### src/rtl/imem_boot_loader_pkg.sv
// Shared definitions for the instruction-memory boot loader: frame layout
// constants and the loader FSM state type.
package imem_boot_loader_pkg;

   localparam int unsigned HDR_BYTES      = 2;
   localparam int unsigned BYTES_PER_WORD = 4;
   localparam int unsigned CNT_W          = 8 * HDR_BYTES;

   typedef enum logic [2:0] {
      HDR_LO,
      HDR_HI,
      DATA,
      CSUM,
      DONE,
      ERROR
   } boot_state_e;

endpackage

### src/rtl/imem_boot_loader_word_assembler.sv
// Collects payload bytes LSB-first into one imem word and pulses word_valid_o
// for one cycle, aligned with the registered word, after the last byte.
module word_assembler
   import imem_boot_loader_pkg::*;
(
   input  logic                          clk,
   input  logic                          rst_n,
   input  logic                          clr_i,
   input  logic                          byte_valid_i,
   input  logic [7:0]                    byte_i,
   output logic                          last_o,
   output logic                          word_valid_o,
   output logic [BYTES_PER_WORD*8-1:0]   word_o
);

   localparam int unsigned SH_W = (BYTES_PER_WORD - 1) * 8;

   logic [1:0]                  byte_idx_q;
   logic [SH_W-1:0]             sh_q;
   logic [BYTES_PER_WORD*8-1:0] word_q;
   logic                        valid_q;

   assign last_o       = (byte_idx_q == 2'(BYTES_PER_WORD - 1));
   assign word_valid_o = valid_q;
   assign word_o       = word_q;

   always_ff @(posedge clk or negedge rst_n) begin
      if (!rst_n) begin
         byte_idx_q <= '0;
         sh_q       <= '0;
         word_q     <= '0;
         valid_q    <= 1'b0;
      end else begin
         valid_q <= 1'b0;
         if (clr_i) begin
            byte_idx_q <= '0;
         end else if (byte_valid_i) begin
            if (last_o) begin
               word_q     <= {byte_i, sh_q};
               valid_q    <= 1'b1;
               byte_idx_q <= '0;
            end else begin
               sh_q       <= {byte_i, sh_q[SH_W-1:8]};
               byte_idx_q <= byte_idx_q + 2'd1;
            end
         end
      end
   end

endmodule

### src/rtl/imem_boot_loader.sv
// Loads the instruction memory from a framed byte stream (count, payload,
// XOR checksum) and holds the core in reset until a verified image is present.
module imem_boot_loader
   import imem_boot_loader_pkg::*;
#(
   parameter int unsigned ADDR_W = 8,
   parameter int unsigned DATA_W = 32
) (
   input  logic              clk,
   input  logic              rst,
   input  logic              in_valid,
   input  logic [7:0]        in_data,
   output logic              in_ready,
   input  logic              reload,
   output logic              imem_we,
   output logic [ADDR_W-1:0] imem_addr,
   output logic [DATA_W-1:0] imem_wdata,
   output logic              core_rst,
   output logic              load_done,
   output logic              load_err
);

   localparam int unsigned MAX_WORDS = 2 ** ADDR_W;

   boot_state_e       state_q, state_d;
   logic [CNT_W-1:0]  cnt_q, widx_q, n_hdr;
   logic [7:0]        csum_q;
   logic [ADDR_W-1:0] addr_q;
   logic              in_ready_q, core_rst_q, done_q, err_q;
   logic              xfer, reload_ok, asm_valid, asm_last, word_done;
   logic [BYTES_PER_WORD*8-1:0] asm_word;

   assign xfer      = in_valid & in_ready_q;
   assign reload_ok = reload & ((state_q == DONE) | (state_q == ERROR));
   assign word_done = xfer & (state_q == DATA) & asm_last;
   assign n_hdr     = {in_data, cnt_q[7:0]};

   word_assembler u_asm (
      .clk          (clk),
      .rst_n        (rst),
      .clr_i        (reload_ok),
      .byte_valid_i (xfer & (state_q == DATA)),
      .byte_i       (in_data),
      .last_o       (asm_last),
      .word_valid_o (asm_valid),
      .word_o       (asm_word)
   );

   always_comb begin
      state_d = state_q;
      case (state_q)
         HDR_LO: if (xfer) state_d = HDR_HI;
         HDR_HI: if (xfer) begin
            if (32'(n_hdr) > MAX_WORDS) state_d = ERROR;
            else if (n_hdr == '0)       state_d = CSUM;
            else                        state_d = DATA;
         end
         DATA:   if (word_done && (widx_q == cnt_q - CNT_W'(1))) state_d = CSUM;
         CSUM:   if (xfer) state_d = (in_data == csum_q) ? DONE : ERROR;
         DONE, ERROR: if (reload) state_d = HDR_LO;
         default: state_d = HDR_LO;
      endcase
   end

   // Status outputs are registered from the next state so they track the
   // state register on the same edge.
   always_ff @(posedge clk or negedge rst) begin
      if (!rst) begin
         state_q    <= HDR_LO;
         in_ready_q <= 1'b0;
         core_rst_q <= 1'b1;
         done_q     <= 1'b0;
         err_q      <= 1'b0;
         cnt_q      <= '0;
         widx_q     <= '0;
         csum_q     <= '0;
         addr_q     <= '0;
      end else begin
         state_q    <= state_d;
         in_ready_q <= (state_d inside {HDR_LO, HDR_HI, DATA, CSUM});
         core_rst_q <= (state_d != DONE);
         done_q     <= (state_d == DONE);
         err_q      <= (state_d == ERROR);
         if (reload_ok) begin
            cnt_q  <= '0;
            widx_q <= '0;
            csum_q <= '0;
            addr_q <= '0;
         end else if (xfer) begin
            case (state_q)
               HDR_LO: cnt_q[7:0]  <= in_data;
               HDR_HI: cnt_q[15:8] <= in_data;
               DATA: begin
                  csum_q <= csum_q ^ in_data;
                  if (asm_last) begin
                     addr_q <= widx_q[ADDR_W-1:0];
                     widx_q <= widx_q + CNT_W'(1);
                  end
               end
               default: ;
            endcase
         end
      end
   end

   assign in_ready   = in_ready_q;
   assign imem_we    = asm_valid;
   assign imem_addr  = addr_q;
   assign imem_wdata = asm_word;
   assign core_rst   = core_rst_q;
   assign load_done  = done_q;
   assign load_err   = err_q;

endmodule
### config.mk
export PLATFORM = sky130hd
export DESIGN_NAME = imem_boot_loader
export DESIGN_NICKNAME = d
export VERILOG_FILES = /design/src/rtl/imem_boot_loader_pkg.sv /design/src/rtl/imem_boot_loader_word_assembler.sv /design/src/rtl/imem_boot_loader.sv
export SDC_FILE = /design/constraint.sdc
export NUM_CORES = 1
export LEC_CHECK = 0
export ABC_AREA = 1
export BUFFER_PORTS_ARGS = -buffer_cell sky130_fd_sc_hd__buf_2
export CORE_UTILIZATION = 40
export DETAILED_ROUTE_END_ITERATION = 10
export PLACE_DENSITY = 0.62
export SLEW_MARGIN = 20
export SYNTH_ARGS = -nofsm -noshare
export SYNTH_HDL_FRONTEND = slang
export SYNTH_SLANG_ARGS = --single-unit
### constraint.sdc
create_clock -name clk -period 4.8 [get_ports clk]
set_input_delay 0.72 -clock clk [delete_from_list [all_inputs] [get_ports clk]]
set_output_delay 0.72 -clock clk [all_outputs]
set_load 0.03 [all_outputs]
==> results of run 1 <==
[stage by stage]
| stage | util (%) | worst slack, ns | hold WS [ns] | power, W | std cells |
|---|---|---|---|---|---|
| 2_1_floorplan | - | 2.91 | 0.424 | 0.00171 | 642 |
| 3_3_place_gp | 45.1 | 2.35 | 0.455 | 0.00188 | 856 |
| 3_5_place_dp | 45.1 | 2.30 | 0.458 | 0.00191 | 856 |
| 4_1_cts | 49.6 | 2.54 | 0.472 | 0.00315 | 888 |
| 5_1_grt | 49.6 | 2.31 | 0.503 | 0.00334 | 888 |
| 6_report | 49.6 | 2.56 | 0.458 | 0.00313 | 888 |
[cell families after synthesis]
family,after synthesis
flops,114
buf+inv,96
fa+ha+maj,3
compound gates,110
simple gates,300
xor+xnor,19
[worst max-delay path: cells and delay by family (launching register included)]
kind	cells	cell delay, ns
and+or+nand+nor	12	1.65
DFF	1	0.45
[metal layers]
layer,part of all wire [%],vias to the layer above
li1,-,2170
met1,49,2024
met2,46,106
met3,4.7,6
met4,0.58,0
met5,0,-
[path summary, 6_finish.rpt]
kind / start / end / slack (ns) / cells after the start
setup reg to reg: state_q[2]$_DFF_PN0_ / widx_q[15]$_DFFE_PN0P_ / 2.56 / 12
min in group clk: u_asm.word_o[0]$_DFFE_PN0P_ / u_asm.word_o[0]$_DFFE_PN0P_ / 0.47 / 2
hold / removal: rst / u_asm.word_o[29]$_DFFE_PN0P_ / 0.46 / 1
max in group asynchronous: rst / u_asm.sh_q[5]$_DFFE_PN0P_ / 3.27 / 2
hold reg to reg: u_asm.word_o[0]$_DFFE_PN0P_ / u_asm.word_o[0]$_DFFE_PN0P_ / 0.47 / 2
setup / recovery: state_q[2]$_DFF_PN0_ / widx_q[15]$_DFFE_PN0P_ / 2.56 / 12
[where the power goes]
| group | switching [W] | leakage, nW | internal (W) |
|---|---|---|---|
| logic | 0.000498 | 1.48 | 0.000239 |
| registers | 0.000107 | 1.56 | 0.00106 |
| clock network | 0.000426 | 0.282 | 0.000798 |
[Yosys cell counts, drive strengths merged, types with 6 or more instances]
| master | number |
|---|---|
| a21oi | 11 |
| nand2 | 199 |
| o21ai | 87 |
| clkbuf | 10 |
| nand3 | 41 |
| inv | 78 |
| dfrtp | 113 |
| xnor2 | 7 |
| xor2 | 12 |
| nor3 | 6 |
| nor2 | 48 |
| a22o | 6 |
| buf | 7 |
[cell type report]
cell class                 count  area, um2
timing repair buffer          59        305
tap                          172        215
clock buffer                  22        474
multi-input combinational    432       2110
inverter                      79        297
clock inverter                10        108
sequential                   114       2850
fill                        1257       6460
[flip-flops by register name, summed over array words and instances, names as in the netlist]
signal / cells
widx_q: 16
load_err: 1
load_done: 1
imem_addr: 8
csum_q: 8
u_asm.sh_q: 24
u_asm.word_o: 32
cnt_q: 16
u_asm.byte_idx_q: 2
state_q: 3
u_asm.word_valid_o: 1
in_ready: 1
core_rst: 1
==> impl_metrics.json, run 1 <==
{
  "outcome": "finished clean",
  "ant_nets": 0,
  "cp-end-kind": "flip-flop",
  "max_stage_delay_ns": 0.45,
  "cts_setup_buffers": 0,
  "synth-xor-area-share_pct": 3.12,
  "syn_nets": 657,
  "grt_util_met1_pct": 26.7,
  "drt_first_pass_iters": 6,
  "syn_area_um2": 5330,
  "rows": 41,
  "vias_per_cell": 4.85,
  "crit_path_cell_trace": "nor2_4, nand2_4, nor2_8, nand2_4, nor2_8, nand3_4, nor2_8, nand3_2, nor2_1, nand2_1, nand2_1, nor2_1",
  "maxSlewViolCount": 0,
  "fp.coreArea_um2": 12800,
  "clock_latency_ns": 0.41,
  "grt_max_degree": 75,
  "leakage_nw": 3.33,
  "io_pins": 57,
  "cts_buffers": 17,
  "cts_resized": 0,
  "cap_violations": 0,
  "drt_drc_violations_left": 0,
  "syn_avg_cell_area_um2": 8.30,
  "critical-path-slowest-cell": "dfrtp_1",
  "grt-busiest-layer": "met2",
  "gp_congestion": 0.837,
  "synthCells": 642,
  "rsz0062_at_grt": "false",
  "grt_pass1_vias": 4251,
  "routed_wl_um": 12000,
  "worstHoldPathType": "in -> async",
  "cp_common_cell": "nor2_8",
  "synthTopCellsByArea": "dfrtp_1, nand2_1, o21ai_0, inv_1, nand3_1",
  "path_max_fanout": 67,
  "fin_crit_ns": 2.24,
  "drt_iter0_markers": 300,
  "final-setup-viol-count": 0,
  "yosysTopAreaCell": "dfrtp_1",
  "skew_ns": 0.00466,
  "synthFlopType": "dfrtp_1",
  "finalSetupTns_ns": 0,
  "die_area_um2": 13800,
  "chipWidth_um": 117,
  "track_usage_pct": 19.0,
  "diodes": 0,
  "synthSimpleGateAreaFrac_pct": 24.6,
  "routedWlPerCell_um": 13.6,
  "dp_hpwl_um": 8450,
  "h-tree-depth": 4,
  "placed_area_um2": 5780,
  "synthMuxAreaShare_pct": 0,
  "slew-limit-headroom_pct": 33.6,
  "tightest_slew_ns": 0.992,
  "final_common_cell": "nand2_1",
  "io_buffers": 56,
  "start_util_pct": 41.5,
  "worst-setup-path-type": "reg -> reg",
  "synthArstFlopShare_pct": 100,
  "fmax_mhz": 445,
  "grt_util_met3_pct": 5.06,
  "clock_sinks": 114,
  "gr-usage-met2_pct": 28.6,
  "clock_path_buffers": 2,
  "synth_seq_cells": 114,
  "path_clk_slew_ns": 0.05,
  "cellPowerDensity_nw_per_um2": 492,
  "synth_top_family_by_area": "simple AND/OR/NAND/NOR gates",
  "final_nets": 718,
  "grt_pass1_wl_um": 20800,
  "worst_setup_path_start_kind": "flip-flop",
  "synth_fa_ha_area_share_pct": 0.705,
  "hold_violations": 0,
  "synthDistinctLibCells": 34,
  "timing.final.crit_share_pct": 46.8,
  "synth_compound_area_share_pct": 11.1,
  "finish.instance_area_um2": 6360,
  "post_cts_hold_buffer_count": 0,
  "cts_root_buf": "clkbuf_16",
  "vias": 4306,
  "drive_above_1_share_pct": 14.8,
  "irDropWorstVdd_mv": 0.291,
  "antenna_found_initial": 0,
  "netlist.area_leader.share_pct": 53.1,
  "crit_required_ns": 5.11,
  "ys_warn_count": 0,
  "fp.dieH_um": 117,
  "grt_overflow_total": 0,
  "ys_seq_area_share_pct": 53.6,
  "synth_edf_count": 0,
  "arrival_ns": 2.55,
  "final_cell_mix": "nand2_1, dfrtp_1, o21ai_0, inv_1, buf_2",
  "area_growth_pct": 19.4,
  "cts_tree": "yes"
}
(Power assumes the default switching activity.)
==> run 2, diff against run 1 <==
--- a/config.mk
+++ b/config.mk
@@ -9,7 +9,7 @@
 export BUFFER_PORTS_ARGS = -buffer_cell sky130_fd_sc_hd__buf_2
 export CORE_UTILIZATION = 40
 export DETAILED_ROUTE_END_ITERATION = 10
-export PLACE_DENSITY = 0.62
+export PLACE_DENSITY = 0.64
 export SLEW_MARGIN = 20
 export SYNTH_ARGS = -nofsm -noshare
 export SYNTH_HDL_FRONTEND = slang
==> constraint.sdc (replaced) <==
create_clock -name clk -period 2 [get_ports clk]
set_input_delay 0.3 -clock clk [delete_from_list [all_inputs] [get_ports clk]]
set_output_delay 0.3 -clock clk [all_outputs]
set_load 0.03 [all_outputs]
==> run 2 against run 1 <==
Effect of this change: via count is 0.88% higher; hold slack got worse by 0.26 ns; first-iteration DRC count is 10% lower; register-to-register slack lost 2.4 ns; worst setup slack got worse by 2.4 ns; clock skew up 0.0043 ns.
==> impl_metrics.json, run 2 (same netlist as run 1, synthesis figures left out) <==
{
  "outcome": "finished clean",
  "slew-limit-headroom_pct": 59.2,
  "multi_input_area_um2": 2140,
  "gp_congestion": 0.843,
  "r2r_slack_ns": 0.14,
  "largest_register_ffs": 32,
  "cp_common_cell": "nand2_1",
  "dp_hpwl_um": 8790,
  "cts_root_buf": "clkbuf_16",
  "path_clk_slew_ns": 0.05,
  "drt_iter0_markers": 270,
  "p_int_w": 0.00510,
  "clock_path_buffers": 2,
  "p_sw_w": 0.00252,
  "cap_violations": 0,
  "min-delay-start": "in_data[1]",
  "h-tree-depth": 4,
  "worst_setup_path_start_kind": "flip-flop",
  "tightest_slew_ns": 0.610,
  "pwr-share-seq_pct": 36.8,
  "pre_cts_ws_ns": 0.117,
  "io_pins": 57,
  "worstHoldEndpoint": "cnt_q[9]$_DFFE_PN0P_",
  "min_path_cells": 3,
  "io_buffers": 56,
  "final-setup-viol-count": 0,
  "final_cell_mix": "nand2_1, dfrtp_1, o21ai_0, inv_1, buf_2",
  "clock_sinks": 114,
  "leakage_nw": 3.40,
  "routed_wl_um": 12300,
  "antenna_found_initial": 0,
  "final_common_cell": "nand2_1",
  "drive_above_1_share_pct": 17.0,
  "n_fill_cell": 1229,
  "cts_tree": "yes",
  "die_area_um2": 13800,
  "routedWlPerCell_um": 13.6,
  "critical-path-slowest-cell": "dfrtp_1",
  "track_usage_pct": 19.6,
  "drt_drc_violations_left": 0,
  "area_growth_pct": 22.0,
  "hold_violations": 0,
  "cellPowerDensity_nw_per_um2": 1170,
  "vias": 4344,
  "finalSetupTns_ns": 0,
  "grt_overflow_total": 0,
  "grt_pass1_wl_um": 21400,
  "maxSlewViolCount": 0,
  "worstHoldPathType": "in -> reg",
  "seq_area_um2": 2850,
  "cp-end-kind": "flip-flop",
  "p_clk_share_pct": 38.3,
  "diodes": 0,
  "fp.coreArea_um2": 12800,
  "start_util_pct": 41.5,
  "worst-setup-path-type": "reg -> reg",
  "vias_per_cell": 4.83,
  "r2r_start": "cnt_q[0]$_DFFE_PN0P_",
  "fin_ws_ns": 0.144,
  "fmax_mhz": 539,
  "fp.dieH_um": 117,
  "rows": 41,
  "r2r_end": "load_done$_DFF_PN0_",
  "path_max_fanout": 4,
  "rr_worst_depth": 15,
  "irDropWorstVdd_mv": 0.749,
  "timing.final.crit_share_pct": 92.8,
  "swShare_pct": 33.1,
  "final_nets": 730,
  "chipWidth_um": 117,
  "crit_path_cell_trace": "inv_1, ha_1, buf_4, inv_1, nand2_1, nand2_1, nand2_1, nand2_1, nand3_1, nor2_1, nand3_1, nor2_1, nand2_2, nand3_2, inv_1",
  "cts_buffers": 17,
  "skew_ns": 0.00891,
  "max_stage_delay_ns": 0.37,
  "drt_first_pass_iters": 5,
  "crit_required_ns": 2.30,
  "clock_latency_ns": 0.41,
  "pwr-share-comb_pct": 24.9,
  "grt_pass1_vias": 4354,
  "grt_max_degree": 65,
  "fin_crit_ns": 1.86,
  "ant_nets": 0,
  "arrival_ns": 2.15
}
-- run 2: changes by cell type in the layout (fill, tap and decap cells not counted), moves of 2 or more --
cell	change
clkinv_2	+2
nand2_1	-2
nor2_4	+2
nand3_1	-2
nand2_2	+2
nand3_2	+2
buf_4	+10
o21ai_1	+3
o21ai_0	-3
-- run 2: cell type report --
type,count,area share [%]
Inverter,79,4.56
Sequential cell,114,43.9
Tap cell,172,3.31
Clock buffer,21,7.24
Multi-Input combinational cell,432,33.0
Clock inverter,11,1.69
Timing Repair Buffer,71,6.31
-- run 2: power groups by stage --
stage	combinational, W	sequential (W)	clock (W)
3_5_place_dp	0.00181	0.00284	0
5_1_grt	0.00221	0.00283	0.00308
4_1_cts	0.00182	0.00280	0.00298
3_3_place_gp	0.00177	0.00283	0
2_1_floorplan	0.00128	0.00283	0
6_report	0.00190	0.00280	0.00292
-- run 2: critical path, delay by kind of cell (launching register included) --
kind	cells	cell delay, ns
buffers and inverters	4	0.31
DFF	1	0.37
adders and majority gates	1	0.22
and+or+nand+nor	10	0.84
-- run 2: per-layer routing --
metal / global-route usage, % / vias to the layer above / part of all wire (%)
met5: 0 / - / 0
li1: - / 2194 / -
met2: 30.1 / 102 / 46
met4: 7.31 / 0 / 1.5
met1: 27.2 / 2032 / 48
met3: 4.28 / 16 / 3.9
-- run 2: what timing repair did --
action	4_1_cts	5_1_grt
endpoints found under the setup margin	0	5
gates resized for setup	0	10
endpoints found under the hold margin	30	0
hold buffers	1	0
buffers inserted	0	1
-- run 2: how the worst max path moves through the flow --
stage,from,end,slack [ns],depth (start not counted)
floorplan,in_ready$_DFF_PN0_,load_done$_DFF_PN0_,0.25,11
global placement,cnt_q[0]$_DFFE_PN0P_,load_done$_DFF_PN0_,0.17,13
detailed placement,cnt_q[0]$_DFFE_PN0P_,load_done$_DFF_PN0_,0.12,13
CTS,cnt_q[0]$_DFFE_PN0P_,load_done$_DFF_PN0_,0.11,13
global route,cnt_q[0]$_DFFE_PN0P_,load_done$_DFF_PN0_,-0.03,15
finish,cnt_q[0]$_DFFE_PN0P_,load_done$_DFF_PN0_,0.14,15
-- run 2: through the flow --
| step | power, W | instance area, um2 | utilization, % | hold slack [ns] | instances |
|---|---|---|---|---|---|
| finish | 0.00762 | 6500 | 50.7 | 0.203 | 900 |
| global route | 0.00812 | 6500 | 50.7 | 0.234 | 900 |
| CTS | 0.00759 | 6460 | 50.4 | 0.188 | 899 |
| detailed placement | 0.00464 | 5870 | 45.7 | 0.271 | 866 |
| global placement | 0.00460 | 5870 | 45.7 | 0.266 | 866 |
| floorplan | 0.00412 | 5330 | - | 0.00441 | 642 |
